### config.mk
export PLATFORM = sky130hd
export DESIGN_NAME = wbs_host_master
export DESIGN_NICKNAME = d
export VERILOG_FILES = /design/src/rtl/wbs_host_master.sv
export SDC_FILE = /design/constraint.sdc
export NUM_CORES = 1
export LEC_CHECK = 0
export CAP_MARGIN = 20
export CORE_AREA = 10 10 116 118
export DETAILED_ROUTE_END_ITERATION = 6
export DIE_AREA = 0 0 126 128
export PLACE_DENSITY = 0.82
export SYNTH_ARGS = -nofsm -noshare
export SYNTH_HDL_FRONTEND = slang
export SYNTH_SLANG_ARGS = --single-unit
export TNS_END_PERCENT = 30
### constraint.sdc
create_clock -name clk -period 2.03 [get_ports clk]
set_input_delay 0.5075 -clock clk [delete_from_list [all_inputs] [get_ports clk]]
set_output_delay 0.5075 -clock clk [all_outputs]
set_load 0.02 [all_outputs]
### src/rtl/wbs_host_master.sv
// Wishbone classic single-transfer initiator: turns a valid/ready command stream into one
// bus cycle per command and returns read data or a timeout error on a response stream.
module wbs_host_master #(
   parameter int ADDR_WIDTH     = 32,
   parameter int DATA_WIDTH     = 32,
   parameter int SEL_WIDTH      = 4,
   parameter int TIMEOUT_CYCLES = 255,
   parameter int TO_WIDTH       = $clog2(TIMEOUT_CYCLES + 1)
) (
   input  logic                  clk,
   input  logic                  rst_n,
   input  logic                  cmd_valid,
   output logic                  cmd_ready,
   input  logic                  cmd_we,
   input  logic [ADDR_WIDTH-1:0] cmd_adr,
   input  logic [DATA_WIDTH-1:0] cmd_dat,
   input  logic [SEL_WIDTH-1:0]  cmd_sel,
   output logic                  rsp_valid,
   input  logic                  rsp_ready,
   output logic [DATA_WIDTH-1:0] rsp_dat,
   output logic                  rsp_err,
   output logic                  wbm_cyc_o,
   output logic                  wbm_stb_o,
   output logic                  wbm_we_o,
   output logic [SEL_WIDTH-1:0]  wbm_sel_o,
   output logic [ADDR_WIDTH-1:0] wbm_adr_o,
   output logic [DATA_WIDTH-1:0] wbm_dat_o,
   input  logic [DATA_WIDTH-1:0] wbm_dat_i,
   input  logic                  wbm_ack_i,
   output logic                  busy
);

   // A disabled timeout yields a zero-width counter; keep at least one bit.
   localparam int CNT_W = (TO_WIDTH < 1) ? 1 : TO_WIDTH;
   localparam logic [CNT_W-1:0] CNT_LAST = CNT_W'(TIMEOUT_CYCLES - 1);

   typedef enum logic [1:0] {IDLE, BUS, RESP} state_t;

   state_t           state, state_nxt;
   logic [CNT_W-1:0] to_cnt;
   logic             timed_out;

   assign timed_out = (TIMEOUT_CYCLES != 0) && (to_cnt == CNT_LAST);

   // NOTE: every register here uses non-blocking assignment so all state updates
   // see the same pre-edge values; blocking would create order-dependent races.
   always_ff @(posedge clk) begin
      if (!rst_n) state <= IDLE;
      else        state <= state_nxt;
   end

   // NOTE: next-state gets a default before the case so no path leaves it unassigned
   // (an unassigned path in always_comb infers a latch).
   always_comb begin
      state_nxt = state;
      unique case (state)
         IDLE:    if (cmd_valid)              state_nxt = BUS;
         BUS:     if (wbm_ack_i || timed_out) state_nxt = RESP;
         RESP:    if (rsp_ready)              state_nxt = IDLE;
         default:                             state_nxt = IDLE;
      endcase
   end

   always_ff @(posedge clk) begin
      if (!rst_n) begin
         wbm_we_o  <= 1'b0;
         wbm_adr_o <= '0;
         wbm_dat_o <= '0;
         wbm_sel_o <= '0;
         rsp_dat   <= '0;
         rsp_err   <= 1'b0;
         to_cnt    <= '0;
      end else begin
         unique case (state)
            IDLE: begin
               if (cmd_valid) begin
                  wbm_we_o  <= cmd_we;
                  wbm_adr_o <= cmd_adr;
                  wbm_dat_o <= cmd_dat;
                  wbm_sel_o <= cmd_sel;
                  to_cnt    <= '0;
               end
            end
            BUS: begin
               // Ack takes priority over a timeout on the same edge.
               if (wbm_ack_i) begin
                  rsp_dat <= wbm_we_o ? '0 : wbm_dat_i;
                  rsp_err <= 1'b0;
               end else if (timed_out) begin
                  rsp_dat <= '0;
                  rsp_err <= 1'b1;
               end else begin
                  to_cnt  <= to_cnt + CNT_W'(1);
               end
            end
            default: ;
         endcase
      end
   end

   // Bus and handshake controls decode straight from state so they drop on the
   // same edge that leaves BUS, including a reset edge.
   assign cmd_ready = (state == IDLE);
   assign wbm_cyc_o = (state == BUS);
   assign wbm_stb_o = (state == BUS);
   assign rsp_valid = (state == RESP);
   assign busy      = (state != IDLE);

endmodule

==> metrics.md, run 1 <==
| Metric | Value |
|---|---|
| Worst-path clk slew | roughly 0.070 ns |
| # DRC | 0 |
| Synth async-reset ratio | 0 |
| Seq/Total Area, Yosys | 0.504 |
| Post-synthesis adder-cell area fraction | 0.00562 |
| Initial DRC Count | ~140 |
| Clock buffer count from CTS | 9 |
| #FFs+latches synth | 112 |
| Synth Area in Simple Gates | 0.218 |
| Avg Inst Size Synth | 8.68 um^2 |
| Vias in the first global route | around 4200 |
| Yosys top cell by area | dfxtp_1 |
| Non-Filler Instances | 859 |
| Max stage delay on crit path | 0.40 ns |
| Yosys cell types | 36 |
| Clk Latency, worst-skew pair | roughly 0.34 ns |
| Worst setup margin | between 0.15 and 0.2 ns |
| Syn. warnings | 0 |
| Setup Buffers After CTS | 0 |
| Achievable clock frequency | 0.533 GHz |
| Main synth FF type | dfxtp_1 |
| Initial core utilization | 0.397 |
| CTS max path bufs | 2 |
| Min Clock Period, post-route | 1.88 ns |
| First-pass GRT wire length | ~21 mm |
| Pwr dens | 764 nW/um^2 |
| CP Capture Type | output port |
| Via density | 4.87 |
| Levels on crit path | 2 |
| Tcrit/Tclk final | 0.925 |
| Synthesized net count | about 620 |
| Critical path class | flip-flop to output port |
| Port Buffers | 212 |
| Final ANT Viol Nets | 0 |
| Synth Instances | just over 500 |
| Cell area after synthesis | 4450 um^2 |
| Cell family with most CP delay | flip-flops |
| Number of diodes | 0 |
| Status | complete, no violations |
| Mux cell area share after synthesis | 0.0742 |
| H-tree depth | 3 |
| P_leak | 2.59 nW |
| Core area | 11200 um^2 |
| Main combinational cell family by area after synthesis | simple AND/OR/NAND/NOR gates |
| Die height | between 100 and 150 um |
| Hpwl dp | approximately 10 mm |
| Largest net degree at the start of global routing | between 100 and 150 |
| Worst slew pin tran | 0.449 ns |
| CP required | approximately 1.5 ns |
| Top cells by count, synth | 208 x nand2_1, 112 x dfxtp_1, 62 x a21boi_0, 33 x mux2i_1, 18 x clkbuf_1 |
| # nets final | approximately 820 |
| XOR/XNOR Fraction of Synth Area | 0.00197 |
| CTS tree | yes |
| Dpl ws | -0.0916 ns |
| # rows | 39 |
| Hold Buf Count CTS | 0 |
| Placed cell count | about 840 |
| RSZ-0062 raised after global routing | no |
| CTS Sinks | 112 |
| Die width | 126 um |
| Max Cap Viol | 0 |
| Critical path's slowest cell | dfxtp_1 |
| Total Wirelength | 13.4 mm |
| Worst path cell trace | nor2b_1, dlygate4sd2_1 |
| Final setup violation count | 0 |
| Total power | 5.38 mW |
| Yosys top cell area share | 0.504 |
| R2R cell count | 6 |
| IO Pins | 213 |
| Wire per inst | 15.6 um |
| Crit path buffers/inverters | 1 |
| Count leader, synth | nand2_1 |
| Number of synthesized flops with an enable pin | 0 |
| Layout cell share with drive strength beyond 1 | 0.0475 |
| DR pass1 iterations | 7 |
| Worst Setup Start Kind | flip-flop |
| Final Util | 0.628 |
| Synth top area cells | dfxtp_1 50%, nand2_1 18%, a21boi_0 10%, mux2i_1 7.4%, a21boi_1 1.7% |
| WP data arrival | 1.37 ns |
| Hold Crit Class | flip-flop to flip-flop |
| Area Overhead vs Synth | 58.2% |
| Gr usage total | 0.161 |
| Worst hold slack | between 0.4 and 0.5 ns |
| RD Place Congestion | 0.874 |
| Clock root buffer | clkbuf_16 |
| Hold Path Depth | 2 |
| Peak supply drop | approximately 0.49 mV |
| CP Max Fanout | 5 |
| Final Hold Vio Count | 0 |
| Compound-cell area share of the yosys netlist | 0.147 |
| Max Transition Viols Final | 0 |
| Relative slew margins | 0.701 |
| Grt total ovfl | 0 |
| Vias | roughly 4200 |
| Clk_skew | 0.00986 ns |
| Initial antenna violation count | 0 |
| Die area | 16100 um^2 |
through the flow:
stage,cell area [um^2],setup TNS (ns)
floorplan,4450,0
global placement,6690,-1.10
detailed placement,6690,-1.67
CTS,7040,0
global route,7040,0
finish,7040,0
layout make-up:
class                   count  area (um^2)
clock buffers              11          233
repair buffers            224         2260
multi-input cells         362         1990
fillers                   962         4180
clock inverters             5          129
well taps                 143          179
inverters                   2         7.51
flip-flops and latches    112         2240
kinds of logic (layout without fill, tap and decap cells):
group,Yosys count,count (layout)
flip-flops,112,112
XOR/XNOR,1,1
AND/OR/NAND/NOR,238,238
AO/OA/AOI/OAI,88,88
adder cells (fa/ha/maj),2,2
buffers and inverters,39,242
multiplexers,33,33
worst paths after layout:
| check | startpoint | endpoint | slack (ns) |
|---|---|---|---|
| max | state[0]$_SDFFE_PN0P_ | wbm_cyc_o | 0.15 |
| min | wbm_adr_o[22]$_SDFFE_PN0P_ | wbm_adr_o[22]$_SDFFE_PN0P_ | 0.46 |
| max reg2reg | to_cnt[1]$_SDFFE_PN0P_ | rsp_dat[16]$_SDFFE_PN0P_ | 0.29 |
| min reg2reg | wbm_adr_o[22]$_SDFFE_PN0P_ | wbm_adr_o[22]$_SDFFE_PN0P_ | 0.46 |
power breakdown:
group	leakage [nW]	switching [mW]	internal (mW)	total [mW]
clock network	0.174	0.761	1.33	2.09
logic	1.50	0.441	0.488	0.929
registers	0.914	0.0563	2.30	2.36
total	2.59	1.26	4.13	5.38
state kept, by name, indices dropped and copies added, names as in the netlist:
register / count
rsp_dat: 32
rsp_err: 1
state: 2
to_cnt: 8
wbm_adr_o: 32
wbm_dat_o: 32
wbm_sel_o: 4
wbm_we_o: 1
layer usage:
layer | GRT usage | wire (um) | vias up
met5 | 0 | 0 | -
met4 | 0.0690 | 301 | 0
met3 | 0.0682 | 1350 | 20
met2 | 0.279 | 6780 | 145
met1 | 0.167 | 5010 | 1954
li1 | - | - | 2065
placed cells by master, fill, tap and decap left out, types with 2 or more instances in the layout:
cell type / count
dlygate4sd2_1: 5
nand2_1: 208
a21boi_0: 62
nor2b_1: 2
or4_1: 2
dfxtp_1: 112
clkbuf_16: 9
buf_4: 7
o21a_1: 5
bufinv_16: 4
a21oi_1: 3
o21ai_0: 2
ha_1: 2
a21boi_1: 10
nor2_1: 4
mux2i_1: 33
nand3_1: 8
clkbuf_1: 2
and3_1: 3
nand4_1: 2
clkdlybuf4s50_1: 206
buf_12: 5
worst reg2reg max path: stages, from the launching register on:
cell and delay (ns):
dfxtp_1 0.42, ha_1 0.21, nand3_1 0.15, nor2_1 0.22
o21a_2 0.19, buf_12 0.23, mux2i_1 0.25
timing repair:
| action | CTS | global route |
|---|---|---|
| endpoints found under the setup margin | 5 | 0 |
| hold endpoints to repair | 0 | 0 |
| resized for setup | 5 | 0 |
Power figures use the tool's default switching activity.
==> inputs of run 2 (changes only) <==
--- a/config.mk
+++ b/config.mk
@@ -10,6 +10,7 @@
 export DETAILED_ROUTE_END_ITERATION = 6
 export DIE_AREA = 0 0 126 128
 export PLACE_DENSITY = 0.82
+export SKIP_LAST_GASP = 1
 export SYNTH_ARGS = -nofsm -noshare
 export SYNTH_HDL_FRONTEND = slang
 export SYNTH_SLANG_ARGS = --single-unit
==> metrics.md, run 2 (synthesis results as in run 1) <==
| Metric | Value |
|---|---|
| Switching share of total power | 0.234 (about the same) |
| Final setup violation count | 3 (+3) |
| Critical path's slowest cell | clkdlybuf4s50_1 |
| Total power | 5.39 mW (about the same) |
| Vias in the first global route | 4192 (unchanged) |
| Tcrit/Tclk final | 1.06 (+0.133) |
| Setup Buffers After CTS | 0 (unchanged) |
| Max Cap Viol | 0 (unchanged) |
| Met2 WL post-DR | 6.78 mm (about the same) |
| Die width | 126 um (unchanged) |
| Psw | 1.26 mW (about the same) |
| DRT met1 WL | 4.99 mm (-0.40%) |
| CTS max path bufs | 2 (unchanged) |
| Total Wirelength | 13.4 mm (about the same) |
| Status | complete, but fails checks |
| Initial core utilization | 0.397 (unchanged) |
| Relative slew margins | 0.701 (about the same) |
| Failing checks | setup timing |
| Combinational cell fraction of total power | 0.173 (about the same) |
| Clock buffer count from CTS | 9 (unchanged) |
| Initial DRC Count | 142 (-0.70%) |
| Number of diodes | 0 (unchanged) |
| DR pass1 iterations | 6 (-1) |
| Hold Crit Class | flip-flop to flip-flop |
| Commonest non-fill, non-tap cell in the layout | clkdlybuf4s50_1 |
| Clk_skew | 0.00984 ns (-0.0000248 ns) |
| Vias | 4189 (+0.12%) |
| Max stage delay on crit path | 0.60 ns (+0.20 ns) |
| # DRC | 0 (unchanged) |
| H-tree depth | 3 (unchanged) |
| Worst-path clk slew | 0.07 ns (about the same) |
| Pwr dens | 764 nW/um^2 (about the same) |
| Commonest non-fill, non-tap cells in the layout | 209 x clkdlybuf4s50_1, 208 x nand2_1, 112 x dfxtp_1, 62 x a21boi_0, 33 x mux2i_1 |
| Max Transition Viols Final | 0 (unchanged) |
| Hold Buf Count CTS | 0 (unchanged) |
| Worst Setup Start Kind | flip-flop |
| Final ANT Viol Nets | 0 (unchanged) |
| Largest net degree at the start of global routing | 111 (unchanged) |
| Wire per inst | 15.6 um (about the same) |
| Worst setup margin | -0.117 ns (-0.270 ns) |
| WP data arrival | 1.64 ns (+0.27 ns) |
| Achievable clock frequency | 0.466 GHz (-13%) |
| Metal3 WL | 1.37 mm (+1.4%) |
| Area Overhead vs Synth | 58.4% |
| Grt total ovfl | 0 (unchanged) |
| Hpwl dp | 10.2 mm (unchanged) |
| Gr usage total | 0.161 (unchanged) |
| Worst slew pin tran | 0.449 ns (-0.000300 ns) |
| Dpl ws | -0.0916 ns (unchanged) |
| Clock root buffer | clkbuf_16 |
| # rows | 39 (unchanged) |
| CP Max Fanout | 5 (unchanged) |
| CTS Sinks | 112 (unchanged) |
| Clk pwr share | 0.389 (about the same) |
| Non-Filler Instances | 859 (unchanged) |
| Core area | 11200 um^2 (unchanged) |
| Regs by FF count | rsp_dat: 32 flops, wbm_adr_o: 32 flops, wbm_dat_o: 32 flops |
| CP required | 1.52 ns (about the same) |
| IO Pins | 213 (unchanged) |
| Peak supply drop | 0.491 mV (about the same) |
| RD Place Congestion | 0.874 (unchanged) |
| RSZ-0062 raised after global routing | yes |
| Top routing layer used | met4 |
| CTS tree | yes |
| Critical path class | flip-flop to output port |
| Setup TNS Final | -0.233 ns (-0.233 ns) |
| First-pass GRT wire length | 21.5 mm (unchanged) |
| Worst path cell trace | or2_1, inv_2, clkdlybuf4s50_1 |
| Port Buffers | 212 (unchanged) |
| Clk Latency, worst-skew pair | 0.34 ns (about the same) |
| Reg power frac | 0.438 (about the same) |
| Die area | 16100 um^2 (unchanged) |
| Layout cell share with drive strength beyond 1 | 0.0475 (unchanged) |
| P_int | 4.13 mW (+0.11%) |
| CP Capture Type | output port |
| P_leak | 2.59 nW (+0.16%) |
| # nets final | 819 (unchanged) |
| Min Clock Period, post-route | 2.15 ns (+0.270 ns) |
| Initial antenna violation count | 0 (unchanged) |
| Via density | 4.88 (+0.12%) |
| Final Hold Vio Count | 0 (unchanged) |
| Placed cell count | 843 (unchanged) |
| Die height | 128 um (unchanged) |
[run 2: path summary, 6_finish.rpt]
kind                                            startpoint                          to  slack, ns  depth (start not counted)
worst min-delay path            wbm_adr_o[22]$_SDFFE_PN0P_  wbm_adr_o[22]$_SDFFE_PN0P_       0.46                          2
worst max register to register      to_cnt[1]$_SDFFE_PN0P_    rsp_dat[16]$_SDFFE_PN0P_       0.29                          6
worst max-delay path                 state[1]$_SDFFE_PN0P_                   cmd_ready      -0.12                          3
worst min register to register  wbm_adr_o[22]$_SDFFE_PN0P_  wbm_adr_o[22]$_SDFFE_PN0P_       0.46                          2
[run 2: power by group through the flow]
stage	logic (mW)	registers (mW)	clock network (mW)
final	0.933	2.36	2.09
after global routing	1.01	2.37	2.25
after CTS	0.949	2.36	2.16
after detailed placement	0.946	2.41	0
after global placement	0.928	2.41	0
after floorplan	0.310	2.53	0
[run 2: layer usage]
layer | track usage | vias up
met5 | 0 | -
met4 | 0.0690 | 0
met3 | 0.0682 | 20
met2 | 0.279 | 147
met1 | 0.167 | 1957
li1 | - | 2065
[run 2: cell type report]
cell class              instances  area (um^2)
repair buffers                224         2270
clock inverters                 5          129
well taps                     143          179
clock buffers                  11          233
multi-input cells             362         1990
inverters                       2         7.51
flip-flops and latches        112         2240
fillers                       963         4170
[run 2: timing repair]
action	in CTS	in global routing
setup endpoints to repair	5	4
gates resized for setup	1	1
endpoints found under the hold margin	0	0
[run 2: critical path: cells and delay by family (launching register included)]
family / cells / cell delay [ns]
flops: 1 / 0.37
buf+inv: 2 / 0.66
simple gates: 1 / 0.27
[run 2: through the flow]
stage / instance area, um^2 / util / hold slack, ns
after CTS: 7050 / 0.628 / 0.457
after floorplan: 4450 / - / 0.473
final: 7050 / 0.628 / 0.456
after detailed placement: 6690 / 0.596 / 0.448
after global placement: 6690 / 0.596 / 0.441
after global routing: 7050 / 0.628 / 0.482
